===== src/rtl/tag_track_buff_pkg.sv =====
// ---- tag_track_buff_pkg: shared widths and channel state encoding (rev 1.0) ----
`default_nettype none

package tag_track_buff_pkg;

  // One extra bit beyond the column index so a tag can exceed the last column
  function automatic int calc_tag_w(input int num_col);
    return $clog2(num_col) + 1;
  endfunction

  function automatic int idx_w(input int n);
    return (n > 1) ? $clog2(n) : 1;
  endfunction

  typedef enum logic {
    UNLOCKED = 1'b0,
    LOCKED   = 1'b1
  } ch_state_e;

endpackage

`default_nettype wire


===== src/rtl/tag_track_buff_rr_arb.sv =====
// ---- rr_arb: round-robin arbiter, search starts one past the last grant (rev 1.0) ----
`default_nettype none

module rr_arb
  import tag_track_buff_pkg::*;
#(
  parameter  int NUM_CH = 4,
  localparam int IDX_W  = idx_w(NUM_CH)
) (
  input  logic              clk,
  input  logic              rstn,
  input  logic              en,
  input  logic [NUM_CH-1:0] req,
  output logic [NUM_CH-1:0] grant
);

  logic [IDX_W-1:0] ptr;
  logic [IDX_W-1:0] ptr_nxt;
  logic [IDX_W-1:0] idx;
  logic             found;

  always_comb begin
    grant   = '0;
    ptr_nxt = ptr;
    found   = 1'b0;
    idx     = '0;
    for (int k = 0; k < NUM_CH; k++) begin
      idx = IDX_W'((int'(ptr) + k) % NUM_CH);
      if (en && !found && req[idx]) begin
        grant[idx] = 1'b1;
        found      = 1'b1;
        ptr_nxt    = IDX_W'((int'(idx) + 1) % NUM_CH);
      end
    end
  end

  always_ff @(posedge clk or negedge rstn) begin
    if (!rstn) ptr <= '0;
    else       ptr <= ptr_nxt;
  end

endmodule

`default_nettype wire


===== src/rtl/tag_track_buff.sv =====
// ---- tag_track_buff: per-channel tag lock with round-robin commit FIFO (rev 1.0) ----
`default_nettype none

module tag_track_buff
  import tag_track_buff_pkg::*;
#(
  parameter  int NUM_COL = 4,
  parameter  int NUM_CH  = 4,
  parameter  int DEPTH   = 4,
  localparam int TAG_W   = calc_tag_w(NUM_COL),
  localparam int CH_W    = idx_w(NUM_CH),
  localparam int AW      = $clog2(DEPTH)
) (
  input  logic                    clk,
  input  logic                    rstn,
  input  logic                    clear,
  input  logic [NUM_CH-1:0]       flush,
  input  logic [NUM_CH*TAG_W-1:0] tag_in,
  output logic [NUM_CH-1:0]       tag_lock,
  output logic [NUM_CH*TAG_W-1:0] tag_cur,
  output logic                    out_valid,
  input  logic                    out_ready,
  output logic [TAG_W-1:0]        out_tag,
  output logic [CH_W-1:0]         out_ch,
  output logic                    fifo_full,
  output logic [AW:0]             fifo_cnt
);

  ch_state_e        state_q [NUM_CH];
  ch_state_e        state_d [NUM_CH];
  logic [TAG_W-1:0] cur_q   [NUM_CH];
  logic [TAG_W-1:0] cur_d   [NUM_CH];

  logic [NUM_CH-1:0] req;
  logic [NUM_CH-1:0] grant;
  logic              grant_en;
  logic              push;
  logic              pop;
  logic [TAG_W-1:0]  wr_tag;
  logic [CH_W-1:0]   wr_ch;

  logic [TAG_W-1:0]  mem_tag [DEPTH];
  logic [CH_W-1:0]   mem_ch  [DEPTH];
  logic [AW-1:0]     wr_ptr;
  logic [AW-1:0]     rd_ptr;
  logic [AW:0]       cnt;

  always_ff @(posedge clk or negedge rstn) begin
    if (!rstn) begin
      for (int i = 0; i < NUM_CH; i++) begin
        state_q[i] <= UNLOCKED;
        cur_q[i]   <= '0;
      end
    end else begin
      for (int i = 0; i < NUM_CH; i++) begin
        state_q[i] <= state_d[i];
        cur_q[i]   <= cur_d[i];
      end
    end
  end

  // A locked channel ignores flushes until its tag has been committed
  always_comb begin
    for (int i = 0; i < NUM_CH; i++) begin
      state_d[i] = state_q[i];
      cur_d[i]   = cur_q[i];
      if (clear) begin
        state_d[i] = UNLOCKED;
        cur_d[i]   = '0;
      end else if (state_q[i] == UNLOCKED) begin
        if (flush[i] && (tag_in[i*TAG_W +: TAG_W] > cur_q[i])) begin
          cur_d[i]   = tag_in[i*TAG_W +: TAG_W];
          state_d[i] = LOCKED;
        end
      end else if (grant[i]) begin
        state_d[i] = UNLOCKED;
      end
    end
  end

  always_comb begin
    req     = '0;
    tag_cur = '0;
    wr_tag  = '0;
    wr_ch   = '0;
    for (int i = 0; i < NUM_CH; i++) begin
      req[i]                    = (state_q[i] == LOCKED);
      tag_cur[i*TAG_W +: TAG_W] = cur_q[i];
      if (grant[i]) begin
        wr_tag = cur_q[i];
        wr_ch  = CH_W'(i);
      end
    end
  end

  assign tag_lock = req;

  // A full FIFO still accepts a grant when the head is popped in the same cycle
  assign grant_en = !clear && (!fifo_full || out_ready);

  rr_arb #(
    .NUM_CH (NUM_CH)
  ) u_rr_arb (
    .clk   (clk),
    .rstn  (rstn),
    .en    (grant_en),
    .req   (req),
    .grant (grant)
  );

  assign push = |grant;
  assign pop  = out_valid & out_ready;

  always_ff @(posedge clk) begin
    if (push) begin
      mem_tag[wr_ptr] <= wr_tag;
      mem_ch[wr_ptr]  <= wr_ch;
    end
  end

  always_ff @(posedge clk or negedge rstn) begin
    if (!rstn) begin
      wr_ptr <= '0;
      rd_ptr <= '0;
      cnt    <= '0;
    end else begin
      if (push) wr_ptr <= wr_ptr + AW'(1);
      if (pop)  rd_ptr <= rd_ptr + AW'(1);
      case ({push, pop})
        2'b10:   cnt <= cnt + (AW+1)'(1);
        2'b01:   cnt <= cnt - (AW+1)'(1);
        default: cnt <= cnt;
      endcase
    end
  end

  assign fifo_cnt  = cnt;
  assign out_valid = (cnt != '0);
  assign fifo_full = (cnt == (AW+1)'(DEPTH));
  assign out_tag   = mem_tag[rd_ptr];
  assign out_ch    = mem_ch[rd_ptr];

endmodule

`default_nettype wire


===== config.mk =====
export PLATFORM = sky130hd
export DESIGN_NAME = tag_track_buff
export DESIGN_NICKNAME = d
export VERILOG_FILES = /design/src/rtl/tag_track_buff_pkg.sv /design/src/rtl/tag_track_buff_rr_arb.sv /design/src/rtl/tag_track_buff.sv
export SDC_FILE = /design/constraint.sdc
export NUM_CORES = 1
export LEC_CHECK = 0
export ABC_AREA = 1
export ABC_CLOCK_PERIOD_IN_PS = 2900
export CAP_MARGIN = 30
export CORE_ASPECT_RATIO = 0.7
export CORE_MARGIN = 2
export CORE_UTILIZATION = 49
export DETAILED_ROUTE_END_ITERATION = 10
export PLACE_DENSITY_LB_ADDON = 0.1
export SKIP_LAST_GASP = 1
export SYNTH_ARGS = -nofsm -noshare
export SYNTH_HDL_FRONTEND = slang
export SYNTH_SLANG_ARGS = --single-unit

===== constraint.sdc =====
create_clock -name clk -period 2.9 [get_ports clk]
set_input_delay 0.29 -clock clk [delete_from_list [all_inputs] [get_ports clk]]
set_output_delay 0.29 -clock clk [all_outputs]
set_load 0.01 [all_outputs]

---- Yosys cells after proc, flatten, opt, wreduce, memory -nomap -nowiden ----
Memory sizes are Yosys's and may differ from the RTL's.
Index checks and enable logic that the tools add are counted.
storage, ports and cells
  bits in registers ....................... 25
  memory bits (writable) .................. 20
  input bits .............................. 20
  output and inout port bits .............. 26
  word-level logic and storage cells ...... 146
  memories kept ........................... 2
operators by class
  add/sub/neg operators ................... 10
  $lt $le $gt $ge ......................... 12
  eq/ne operators ......................... 7
  muxes and demuxes ....................... 65
  bitwise gates (word level) .............. 4
  reduce and logical (&&, ||, !) cells .... 34
memory list
  name     words  width  rd ports  clocked after memory_dff  write ports  RTL line              source
  mem_tag  4      3      1         0                         1            tag_track_buff.sv:42  logic [TAG_W-1:0] mem_tag [DEPTH];
  mem_ch   4      2      1         0                         1            tag_track_buff.sv:43  logic [CH_W-1:0] mem_ch [DEPTH];
operator list
  operator               count
  $mux W3                16
  $mux W1                30
  $logic_and A1 B1 Y1    16
  $mux W4                4
  $add A2 B1 Y2 const B  6
  $gt A3 B3 Y1           4
  $lt A2 B3 Y1 const B   4
  $mux W2                6
  $or A4 B4 Y4           3
  $reduce_bool A2 Y1     5
  $bmux W1 S2            4
  $demux W1 S2           4
  $ge A2 B1 Y1 const B   4
  $ne A2 B2 Y1 const B   4
  $reduce_and A2 Y1      4
  $pmux W3 S2            1
  $logic_not A1 Y1       5
  $add A2 B2 Y2 const B  2
  $reduce_bool A4 Y1     1
  $reduce_or A4 Y1       1
  $add A3 B1 Y3 const B  1
  $eq A3 B3 Y1 const B   1
  $reduce_bool A3 Y1     1
  $sub A3 B1 Y3 const B  1
  4 further kinds        4

---- Logic depth before layout (Yosys ltp) ----
  word-level depth ........................ 22
  depth in mapped cells ................... 19
  depth with buffers taken out ............ 18

---- Modules after synthesis ----
From an unflattened synthesis, not the netlist that was laid out.
unflattened totals
  cells, all modules ...................... 339
  area, all modules ....................... 2861.5 sq um
by module, submodules not included
  module          times used  cells an instance  area each (sq um)  sequential area each (sq um)
  tag_track_buff  1           255                2358.5             1176.1
  rr_arb          1           84                 503.0              50.0

---- Least setup slack after synthesis ----
OpenSTA, ideal clock, no wires.
  kind .................................... register -> register
  start point ............................. reg u_rr_arb.ptr[1]
  end point ............................... reg cnt[2], in the netlist fifo_cnt[2]
  setup time .............................. 131 ps
  arrival time ............................ 2786 ps
  slack ................................... -17 ps
  stages on the path, launching flop included .. 19
  cells stage by stage .................... dfrtp_1 -> inv_1 -> ha_1 -> inv_2 -> nand3_2 -> nand2_4 -> nand3_4 -> nor2_4 -> nand2_1 -> nand3_2 -> nor2_2 -> nand2_4 -> inv_4 -> ha_1 -> inv_1 -> fa_1 -> a21oi_1 -> o21ai_0 -> xor2_1
between the ends
  longest elaborated chain between the ends .. 19
ends and longest elaborated chain
  item                                                                   RTL line                     source
  from (decl)                                                            tag_track_buff_rr_arb.sv:17  logic [IDX_W-1:0] ptr;
  from (signal assigned)                                                 tag_track_buff_rr_arb.sv:39  else ptr <= ptr_nxt;
  parallel branches: the longest is 15 deep, another holds $lt A2 B3 Y1  n/a
  $mux W4 *                                                              tag_track_buff_rr_arb.sv:29  if (en && !found && req[idx]) begin
  $reduce_or A4 Y1 *                                                     tag_track_buff.sv:111        assign push = |grant;
  $eq A2 B1 Y1 or $eq A2 B2 Y1 (tied branches)                           tag_track_buff.sv:129        case ({push, pop})
  $pmux W3 S2 or $reduce_bool A2 Y1 (tied branches)                      n/a
  to (signal assigned)                                                   tag_track_buff.sv:130        2'b10: cnt <= cnt + (AW+1)'(1);
  to (signal assigned)                                                   tag_track_buff.sv:131        2'b01: cnt <= cnt - (AW+1)'(1);
  to (signal assigned)                                                   tag_track_buff.sv:132        default: cnt <= cnt;
  to (decl)                                                              tag_track_buff.sv:46         logic [AW:0] cnt;
Every way passes the cells marked *. The select of a mux whose other input is x is not followed.
A chain may end at the register's enable or synchronous reset.

---- Worst setup path after layout ----
  start point ............................. reg u_rr_arb.ptr[0]
  end point ............................... reg cnt[2], in the netlist fifo_cnt[2]
Same word-level chain as after synthesis.

==> tab_implementation.tex <==
\begin{tabular}{lr}
\hline
Metric & Value \\
\hline
\multicolumn{2}{l}{\textbf{Status}} \\
\quad Status & finished, final reports clean \\
\multicolumn{2}{l}{\textbf{Routing}} \\
\quad Number of antenna-violating nets in the routed design & 0 \\
\quad Routed wirelength normalized by instance count & $\sim$14 um \\
\quad DRC viols & 0 \\
\quad Number of design-rule violations left by the first detailed-router iteration & between 150 and 200 \\
\quad Total wirelength of the detailed-routed design & slightly below 7000 um \\
\quad Via total after detailed routing & 2,510 \\
\quad Count of TritonRoute iterations in the first routing pass & 4 \\
\quad Routed vias/inst & 5.23 \\
\multicolumn{2}{l}{\textbf{Final layout}} \\
\quad Sequential Area & about 1200 sq um \\
\quad Final Net Count & 448 \\
\quad Core Util, Final & 63.8\% \\
\quad Fraction of final layout cells sized beyond drive strength 1 & around 16\% \\
\quad Multi-input gate area in the final layout & around 1500 sq um \\
\quad P\&R area growth vs syn & 25.2\% \\
\quad Inserted Diodes & 0 \\
\quad Count of filler cells inserted in the layout & 491 \\
\multicolumn{2}{l}{\textbf{Timing}} \\
\quad Fin Setup TNS & 0 ns \\
\quad Part of the cycle the worst path needs & between 90\% and 100\% \\
\quad Maximum operating frequency & about 370 MHz \\
\quad Post-layout minimum cycle time & about 2.7 ns \\
\quad Hold Violations, Final & 0 \\
\quad Setup slack after layout & 0.165 ns \\
\quad Max Slew Vio Count & 0 \\
\quad RSZ-0062 raised after global routing & no \\
\quad Relative slew slack & between 70 and 80\% \\
\quad Setup violators final & 0 \\
\quad Slew at the pin with the worst max-slew slack & $\sim$0.41 ns \\
\quad Clk\_skew & 0.00307 ns \\
\multicolumn{2}{l}{\textbf{Placement}} \\
\quad HPWL Detailed & between 5000 and 6000 um \\
\quad Worst setup timing slack at the placement stage & between 0.015 and 0.02 ns \\
\quad Routability congestion estimate & about 0.89 \\
\quad Count of buffers from port buffering & 45 \\
\multicolumn{2}{l}{\textbf{Floorplan}} \\
\quad Core footprint & about 5700 sq um \\
\quad Starting density of the core & about 51\% \\
\quad Io pins & 46 \\
\quad Height of the chip & between 60 and 70 um \\
\quad Placement Rows & 23 \\
\quad Floorplan die width & slightly below 100 um \\
\quad Area of the die & roughly 6600 sq um \\
\multicolumn{2}{l}{\textbf{Yosys}} \\
\quad Sequential area share after synthesis & between 40\% and 50\% \\
\quad Main combinational cell family by area after synthesis & simple AND/OR/NAND/NOR gates \\
\quad Post-synthesis instance area & approximately 2900 sq um \\
\quad Share of cell area taken by muxes after synthesis & 0\% \\
\quad Number of synthesis warnings & 0 \\
\quad Cells after Synth & roughly 340 \\
\quad Avg Synthesized Cell Area & approximately 8.5 sq um \\
\quad Share of synthesized cell area in and, or, nand and nor gates & 29.9\% \\
\quad Total nets after synthesis & around 390 \\
\quad Synthesized flop and latch total & 45 \\
\quad Post-synthesis share of cell area spent on xor and xnor gates & under 10\% \\
\quad Arithmetic-cell share of the synthesized area counting full adders, half adders and majority gates & 10.5\% \\
\quad Complex-gate fraction of the synthesized area & under 10\% \\
\quad Yosys cell types & 34 \\
\multicolumn{2}{l}{\textbf{Setup path}} \\
\quad Worst reg2reg path depth & 17 \\
\quad CP Capture Type & flip-flop \\
\quad Flop2flop setup slack & 0.17 ns \\
\quad Worst setup path class & flip-flop to flip-flop \\
\quad Start of the worst register-to-register path & u\_rr\_arb.ptr[0] \\
\quad CP Data Arrival Time & approximately 2.9 ns \\
\quad Cell-by-cell trace of the critical path & buf\_4 -> nand2\_1 -> nand3\_2 -> nand2\_4 -> nor2\_2 -> nand2\_1 -> a21boi\_1 -> nand3\_2 -> nor2\_4 -> nand2\_4 -> inv\_4 -> ha\_1 -> inv\_1 -> fa\_1 -> a21oi\_1 -> o21ai\_1 -> xor2\_1 \\
\quad Worst-path maximum fanout & 8 \\
\quad Max stage delay on crit path & approximately 0.42 ns \\
\quad Required @ worst endpoint & 3.08 ns \\
\quad Worst Setup Start Kind & flip-flop \\
\quad Slowest library cell on the worst path & dfrtp\_1 \\
\quad RR Endpoint & fifo\_cnt[2] \\
\multicolumn{2}{l}{\textbf{CTS}} \\
\quad Clk Tree Root Cell & clkbuf\_8 \\
\quad Number of buffers created by CTS & 5 \\
\quad Clock tree from TritonCTS & done \\
\quad Number of clock sinks & 45 \\
\quad H-tree depth & 2 \\
\quad Clock-pin slew on the worst setup and hold paths & around 0.08 ns \\
\quad CTS Hold Buffers Added & 0 \\
\quad Clock latency at the later pin of the worst-skew pair & approximately 0.29 ns \\
\quad Number of buffers on the longest clock path & 2 \\
\multicolumn{2}{l}{\textbf{Global routing}} \\
\quad Antenna violations before repair & 0 \\
\quad Pin count of the biggest net entering global routing & 26 \\
\quad Vias in the first global route & between 2,000 and 2,500 \\
\quad Total GRT Usage & 22.7\% \\
\quad Wire length of the first global-routing pass & 11,300 um \\
\quad Total overflow reported by the global router & 0 \\
\multicolumn{2}{l}{\textbf{Power}} \\
\quad Total power density per cell area & $\sim$1100 nW/um\^{}2 \\
\quad Peak supply drop & $\sim$0.34 mV \\
\quad Static leakage & $\sim$0.0017 uW \\
\quad Power Total & around 4000 uW \\
\multicolumn{2}{l}{\textbf{Min path}} \\
\quad Hold WC Path Type & primary input to asynchronous set/reset pin \\
\multicolumn{2}{l}{\textbf{Flow run}} \\
\quad Total of max-cap violations & 0 \\
\hline
\end{tabular}
where the power goes:
| group | switching, uW | internal, uW | total (uW) | leakage [uW] |
|---|---|---|---|---|
| clock network | 212 | 167 | 379 | 0.0000455 |
| registers | 158 | 969 | 1130 | 0.000500 |
| logic | 1390 | 987 | 2380 | 0.00115 |
| total | 1760 | 2120 | 3890 | 0.00170 |
sequential cells by signal (all words and copies together) (netlist names):
signal / count
u_rr_arb.ptr: 2
fifo_cnt: 3
wr_ptr: 2
tag_lock: 4
mem_ch: 8
tag_cur: 12
mem_tag: 12
rd_ptr: 2
worst max-delay path by stage:
stage                         start     endpoint  slack, ns  cells past startpoint
floorplan           u_rr_arb.ptr[1]  fifo_cnt[2]       0.05                     18
global placement          out_ready  fifo_cnt[2]       0.07                     18
detailed placement        out_ready  fifo_cnt[2]       0.02                     18
CTS                 u_rr_arb.ptr[0]  fifo_cnt[2]       0.07                     17
global route        u_rr_arb.ptr[0]  fifo_cnt[2]       0.02                     17
finish              u_rr_arb.ptr[0]  fifo_cnt[2]       0.17                     17
placed cells by master (no fill, tap or decap), types with 2 or more instances in the layout:
cell type,instances
clkbuf_8,5
ha_1,22
buf_4,13
o22ai_1,6
a21oi_1,6
nand2_2,6
dfrtp_1,25
or2_2,3
nand3_2,10
nand4_1,5
nor2_4,5
clkdlybuf4s50_1,45
clkinv_4,2
o31ai_1,3
nor2_1,38
nand2_1,61
inv_2,3
nand3_1,27
inv_1,40
nor3_1,3
o21ai_0,27
nor2_2,8
nand2_4,5
edfxtp_1,20
xor2_1,3
stage by stage:
step,instances,cell area [sq um],hold slack (ns)
3_3_place_gp,470,3530,0.541
3_5_place_dp,470,3530,0.541
6_report,480,3650,0.364
2_1_floorplan,343,2930,-0.00559
5_1_grt,480,3650,0.417
4_1_cts,478,3620,0.370
metal layers:
| metal | track usage, % | share of wire (%) |
|---|---|---|
| met5 | 0 | 0 |
| met4 | 3.93 | 0.56 |
| met3 | 3.70 | 5.1 |
| met2 | 35.8 | 45 |
| met1 | 33.5 | 49 |
layout make-up:
cell class	count	area share [%]
Multi-Input combinational cell	249	41.7
Sequential cell	45	33.6
Timing Repair Buffer	58	15.0
Inverter	45	4.83
Tap cell	75	2.57
Clock buffer	5	1.88
Clock inverter	3	0.479
synth_stat cells (all sizes together):
library cell | n | area [sq um]
o21a | 1 | 7.51
a21oi | 7 | 38.8
nor3 | 3 | 15.0
o211ai | 1 | 7.51
nand3 | 38 | 243
nor2 | 51 | 244
xnor2 | 1 | 8.76
a211oi | 1 | 7.51
buf | 1 | 11.3
o31ai | 3 | 22.5
nand4 | 5 | 31.3
ha | 23 | 288
fa | 1 | 20.0
dfrtp | 25 | 626
or2 | 3 | 18.8
nand2 | 72 | 320
o21ai | 29 | 149
xor2 | 3 | 26.3
edfxtp | 20 | 601
a21boi | 1 | 7.51
inv | 45 | 176
clkbuf | 3 | 11.3
o22ai | 6 | 37.5
kinds of logic after synthesis:
group	after synthesis
xor+xnor	4
simple gates	172
compound gates	49
buf+inv	49
flops	45
fa+ha+maj	24
repair_timing:
item                       in CTS  in global routing
setup endpoints to repair       0                  1
setup buffers                   0                  2
resized for setup               0                  7
worst max-delay path: cells and delay by family (launching register included):
family | cells | cell delay (ns)
AOI/OAI and AO/OA | 3 | 0.42
and+or+nand+nor | 8 | 0.83
buffers and inverters | 3 | 0.29
DFF | 1 | 0.42
adders and majority gates | 2 | 0.50
xor gates and xnor gates | 1 | 0.14
No activity file was read; power rests on OpenSTA's default activity.
